### config.mk
export PLATFORM = sky130hd
export DESIGN_NAME = multicycle_ctrl
export DESIGN_NICKNAME = d
export VERILOG_FILES = /design/src/rtl/multicycle_ctrl.sv
export SDC_FILE = /design/constraint.sdc
export NUM_CORES = 1
export LEC_CHECK = 0
export ABC_AREA = 1
export CORE_MARGIN = 2
export CORE_UTILIZATION = 53
export DETAILED_ROUTE_END_ITERATION = 8
export PLACE_DENSITY = 0.92
export SLEW_MARGIN = 20
export SYNTH_ARGS = -nofsm -noshare
export SYNTH_HDL_FRONTEND = slang
export SYNTH_SLANG_ARGS = --single-unit
### constraint.sdc
create_clock -name clk -period 2.6 [get_ports clk]
set_clock_uncertainty 0.15 [all_clocks]
set_input_delay 0.26 -clock clk [delete_from_list [all_inputs] [get_ports clk]]
set_output_delay 0.26 -clock clk [all_outputs]
set_load 0.02 [all_outputs]
### src/rtl/multicycle_ctrl.sv
// multicycle_ctrl: main control FSM for the multicycle RV32I-subset core.
// Sequences fetch/decode/execute/memory/writeback, drives datapath selects
// and enables, flags unsupported opcodes and counts retired instructions.
module multicycle_ctrl (
  input  logic        clk,
  input  logic        reset,
  input  logic [6:0]  opcode,
  input  logic        zero,
  input  logic        mem_ready,
  output logic        mem_req,
  output logic        AdrSrc,
  output logic        IRWrite,
  output logic        PCWrite,
  output logic        RegWrite,
  output logic        MemWrite,
  output logic [1:0]  ALUSrcA,
  output logic [1:0]  ALUSrcB,
  output logic [1:0]  ResultSrc,
  output logic [1:0]  ALUOp,
  output logic        illegal,
  output logic [3:0]  state_dbg,
  output logic [31:0] retired
);

  typedef enum logic [3:0] {
    FETCH  = 4'd0,
    DECODE = 4'd1,
    MEMADR = 4'd2,
    MEMRD  = 4'd3,
    MEMWB  = 4'd4,
    MEMWR  = 4'd5,
    EXECR  = 4'd6,
    ALUWB  = 4'd7,
    EXECI  = 4'd8,
    BEQ    = 4'd9,
    ERROR  = 4'd15
  } state_t;

  localparam logic [6:0] OP_LW   = 7'b0000011;
  localparam logic [6:0] OP_SW   = 7'b0100011;
  localparam logic [6:0] OP_R    = 7'b0110011;
  localparam logic [6:0] OP_ADDI = 7'b0010011;
  localparam logic [6:0] OP_BEQ  = 7'b1100011;

  state_t      state_q, state_d;
  logic [31:0] retired_q, retired_d;
  logic        illegal_q, illegal_d;
  logic        retire;

  // State register; reset aborts any in-flight instruction back to FETCH.
  always_ff @(posedge clk or posedge reset) begin
    if (reset) state_q <= FETCH;
    else       state_q <= state_d;
  end

  // Next-state logic; memory states hold until the memory completes.
  always_comb begin
    state_d = state_q;
    case (state_q)
      FETCH:  if (mem_ready) state_d = DECODE;
      DECODE: begin
        case (opcode)
          OP_LW, OP_SW: state_d = MEMADR;
          OP_R:         state_d = EXECR;
          OP_ADDI:      state_d = EXECI;
          OP_BEQ:       state_d = BEQ;
          default:      state_d = ERROR;
        endcase
      end
      MEMADR: state_d = (opcode == OP_SW) ? MEMWR : MEMRD;
      MEMRD:  if (mem_ready) state_d = MEMWB;
      MEMWB:  state_d = FETCH;
      MEMWR:  if (mem_ready) state_d = FETCH;
      EXECR:  state_d = ALUWB;
      EXECI:  state_d = ALUWB;
      ALUWB:  state_d = FETCH;
      BEQ:    state_d = FETCH;
      ERROR:  state_d = ERROR;
      default: state_d = ERROR;
    endcase
  end

  // Retire on the final cycle of each instruction; illegal latches on ERROR entry.
  always_comb begin
    retire    = (state_q == MEMWB) || (state_q == ALUWB) || (state_q == BEQ) ||
                ((state_q == MEMWR) && mem_ready);
    retired_d = retire ? retired_q + 32'd1 : retired_q;
    illegal_d = illegal_q || (state_d == ERROR);
  end

  // Status registers: retired-instruction counter and sticky illegal flag.
  always_ff @(posedge clk or posedge reset) begin
    if (reset) begin
      retired_q <= 32'd0;
      illegal_q <= 1'b0;
    end else begin
      retired_q <= retired_d;
      illegal_q <= illegal_d;
    end
  end

  // Output decode: Moore selects, Mealy fetch/branch PC and IR loads.
  always_comb begin
    mem_req   = 1'b0;
    AdrSrc    = 1'b0;
    IRWrite   = 1'b0;
    PCWrite   = 1'b0;
    RegWrite  = 1'b0;
    MemWrite  = 1'b0;
    ALUSrcA   = 2'b00;
    ALUSrcB   = 2'b00;
    ResultSrc = 2'b00;
    ALUOp     = 2'b00;
    case (state_q)
      FETCH: begin
        mem_req   = 1'b1;
        ALUSrcB   = 2'b10;
        ResultSrc = 2'b10;
        IRWrite   = mem_ready;
        PCWrite   = mem_ready;
      end
      DECODE: begin
        ALUSrcA = 2'b01;
        ALUSrcB = 2'b01;
      end
      MEMADR: begin
        ALUSrcA = 2'b10;
        ALUSrcB = 2'b01;
      end
      MEMRD: begin
        mem_req = 1'b1;
        AdrSrc  = 1'b1;
      end
      MEMWB: begin
        ResultSrc = 2'b01;
        RegWrite  = 1'b1;
      end
      MEMWR: begin
        mem_req  = 1'b1;
        AdrSrc   = 1'b1;
        MemWrite = 1'b1;
      end
      EXECR: begin
        ALUSrcA = 2'b10;
        ALUOp   = 2'b10;
      end
      EXECI: begin
        ALUSrcA = 2'b10;
        ALUSrcB = 2'b01;
      end
      ALUWB: begin
        RegWrite = 1'b1;
      end
      BEQ: begin
        ALUSrcA = 2'b10;
        ALUOp   = 2'b01;
        PCWrite = zero;
      end
      default: ;
    endcase
    if (reset) begin
      mem_req  = 1'b0;
      IRWrite  = 1'b0;
      PCWrite  = 1'b0;
      RegWrite = 1'b0;
      MemWrite = 1'b0;
    end
  end

  assign illegal   = illegal_q;
  assign state_dbg = state_q;
  assign retired   = retired_q;

endmodule
==> results.toml <==
[drt]
routed_wirelength_um = 6520
drc_errors = 0
vias = 2626
ant_nets = 0
firstDrtPassIters = 8
viasPerCell = 5.24
drtIter0Drc = 144
wire_per_inst_um = 13.0

[sta]
hold_viol = 0
tightest_slew_ns = 0.752
finalSetupTns_ns = 0
slew_headroom_pct = 49.8
rsz0062_at_grt = "false"
max_freq_mhz = 412
slew_violations = 0
setup_viol = 0
post-route-min-period_ns = 2.43
fin_crit_sh_pct = 93.4

[synth]
seq_area_frac_synth_pct = 37.6
syn_area_per_cell_um2 = 6.44
ys_warn_count = 0
syn_nets = 394
ys_types = 25
syn_inst = 382
syn-cell-area_mm2 = 0.00246
ys_ff_latch = 37

[setup_path]
cp_data_required_time_ns = 2.19
end_kind = "primary output"
crit_type = "reg -> out"
critPathArrivalTime_ns = 2.02
r2r_setup_slack_ns = 0.39
r2r_cells = 8
cp_max_fo = 6
path_cells = "nor2_1 > nand3_1 > nor2_1 > inv_1 > a21oi_1 > clkdlybuf4s50_1"
cp-start-kind = "flop"
worstReg2RegStart = "state_dbg[1]$_DFF_PP0_"
cpPeakStageDelay_ns = 0.61
crit_top_cell = "nor2_1"
worst_path_max_delay_cell = "clkdlybuf4s50_1"
reg2reg_to = "retired[26]$_DFFE_PP0P_"

[floorplan]
core_mm2 = 0.00441
ioPinCount = 62
die-area_mm2 = 0.00520
rows = 24
fp.dieW_um = 72.1
start_util_pct = 55.8
fp.dieH_um = 72.1

[min_path]
hp-class = "reg -> reg"
hp-start = "illegal$_DFF_PP0_"
hold-path-endpoint = "illegal$_DFF_PP0_"
hold_path_depth = 2

[grt]
antenna_found_initial = 0
grt_pass1_wl_um = 10700
first_global_vias = 2489
grt_max_degree = 38
grt_overflow = 0
grt_usage_pct = 26.3

[clock_tree]
clk_pin_slew_ns = 0.07
cts_sinks = 37
numCtsBuffers = 5
cts_max_level = 2
cts_hold_buf = 0
clk_latency_ns = 0.30
postCtsSetupRepairBufs = 0
cts_tree = "yes"
cts_max_path_buffers = 2
clockRootBuffer = "clkbuf_8"

[final_layout]
diodes = 0
final_util_pct = 73.4
final_net_count = 460
fin_cells = 501
area_growth_pct = 31.6
fillers = 362
layout-drive-gt1-share_pct = 6.01

[outcome]
outcome = "complete, no violations"

[power_and_ir_drop]
leakage_nw = 1.48
p_per_area_mw_per_mm2 = 760
peakVddDrop_mv = 0.418

[run]
maxCapViolations = 0

[place]
dpl.hpwl_um = 5000
portBuffers = 61
placed_cells = 493
gp_congestion = 0.832
-- final cells by class --
class / count / area [um2] / share of cell area [%]
clock inverters: 2 / 37.5 / 1.16
multi-input cells: 290 / 1310 / 40.4
flip-flops and latches: 37 / 926 / 28.6
inverters: 51 / 191 / 5.91
repair buffers: 63 / 628 / 19.4
clock buffers: 6 / 82.6 / 2.55
well taps: 52 / 65.1 / 2.01
-- timing repair --
item                                    4_1_cts  5_1_grt
endpoints found under the setup margin        0        1
endpoints found under the hold margin         0        0
gates resized for setup                       0        1
-- Yosys cell counts --
cell	instances	area share (%)
nand2_1	155	24
nor2_1	57	8.7
inv_1	48	7.3
dfrtp_1	37	38
nand3_1	22	4.5
xnor2_1	13	4.6
o21ai_0	9	1.8
nand4_1	8	2.0
nand2_2	6	1.5
nor2_2	4	1.0
nor3_1	4	0.81
inv_2	3	0.46
a21oi_1	2	0.41
buf_6	2	0.92
nand3b_1	2	0.61
buf_2	1	0.20
buf_4	1	0.31
ha_1	1	0.51
nand2_4	1	0.46
nand3_2	1	0.41
nor2_4	1	0.46
nor2_8	1	0.81
o21a_1	1	0.31
o21ai_1	1	0.20
xor2_1	1	0.36
-- worst max-delay path, delay by kind of cell, from the launching register on --
kind,cells,cell delay (ns)
AND/OR/NAND/NOR,3,0.46
AO/OA/AOI/OAI,1,0.14
buffers and inverters,2,0.68
flip-flops,1,0.46
-- registers in the layout, indices dropped and copies added (netlist names) --
| signal | flops |
|---|---|
| state_dbg | 4 |
| retired | 32 |
| illegal | 1 |
-- how the worst max path moves through the flow --
stage / start / end / slack, ns / cells past startpoint
2_1_floorplan: state_dbg[3]$_DFF_PP0_ / mem_req / 0.59 / 5
3_3_place_gp: mem_ready / PCWrite / 0.41 / 6
3_5_place_dp: mem_ready / retired[26]$_DFFE_PP0P_ / 0.38 / 6
4_1_cts: state_dbg[3]$_DFF_PP0_ / mem_req / 0.15 / 6
5_1_grt: state_dbg[1]$_DFF_PP0_ / PCWrite / 0.04 / 6
6_report: state_dbg[1]$_DFF_PP0_ / PCWrite / 0.17 / 6
-- cell usage in the layout, fill, tap and decap left out, types with 2 or more instances in the layout --
| cell type | instances |
|---|---|
| nor3_1 | 4 |
| buf_4 | 2 |
| clkbuf_8 | 6 |
| a21oi_1 | 2 |
| dfrtp_1 | 37 |
| nor2_2 | 4 |
| nand2_1 | 155 |
| clkdlybuf4s50_1 | 60 |
| o21ai_0 | 9 |
| nand3b_1 | 2 |
| nand4_1 | 8 |
| nor2_1 | 57 |
| nand2_2 | 6 |
| xnor2_1 | 13 |
| nand3_1 | 22 |
| inv_1 | 48 |
| inv_2 | 3 |
-- power by group --
group          internal, W  switching, W  leakage [nW]
Sequential        0.000651      0.000103         0.497
Combinational     0.000441      0.000736         0.926
Clock             0.000312      0.000218        0.0574
-- stage by stage --
| step | power, W | setup slack, ns | area [um2] | hold WS (ns) |
|---|---|---|---|---|
| after floorplan | 0.00150 | 0.588 | 2460 | 0.276 |
| after global placement | 0.00188 | 0.407 | 3120 | 0.298 |
| after detailed placement | 0.00193 | 0.377 | 3120 | 0.328 |
| after CTS | 0.00246 | 0.147 | 3240 | 0.345 |
| after global routing | 0.00259 | 0.0378 | 3240 | 0.369 |
| final | 0.00246 | 0.171 | 3240 | 0.341 |
-- layer usage --
metal / vias up / global-route usage, % / share of wire, %
met5: - / 0 / 0
met4: 0 / 13.4 / 3.1
met2: 91 / 45.4 / 51
met3: 23 / 5.42 / 4.9
li1: 1298 / - / -
met1: 1214 / 31.0 / 41
-- logic make-up after synthesis --
kind of cell	synth area share, %
xor+xnor	4.98
fa+ha+maj	0.508
simple gates	44.9
buf+inv	9.20
flops	37.6
compound gates	2.75
Power figures use the tool's default switching activity.
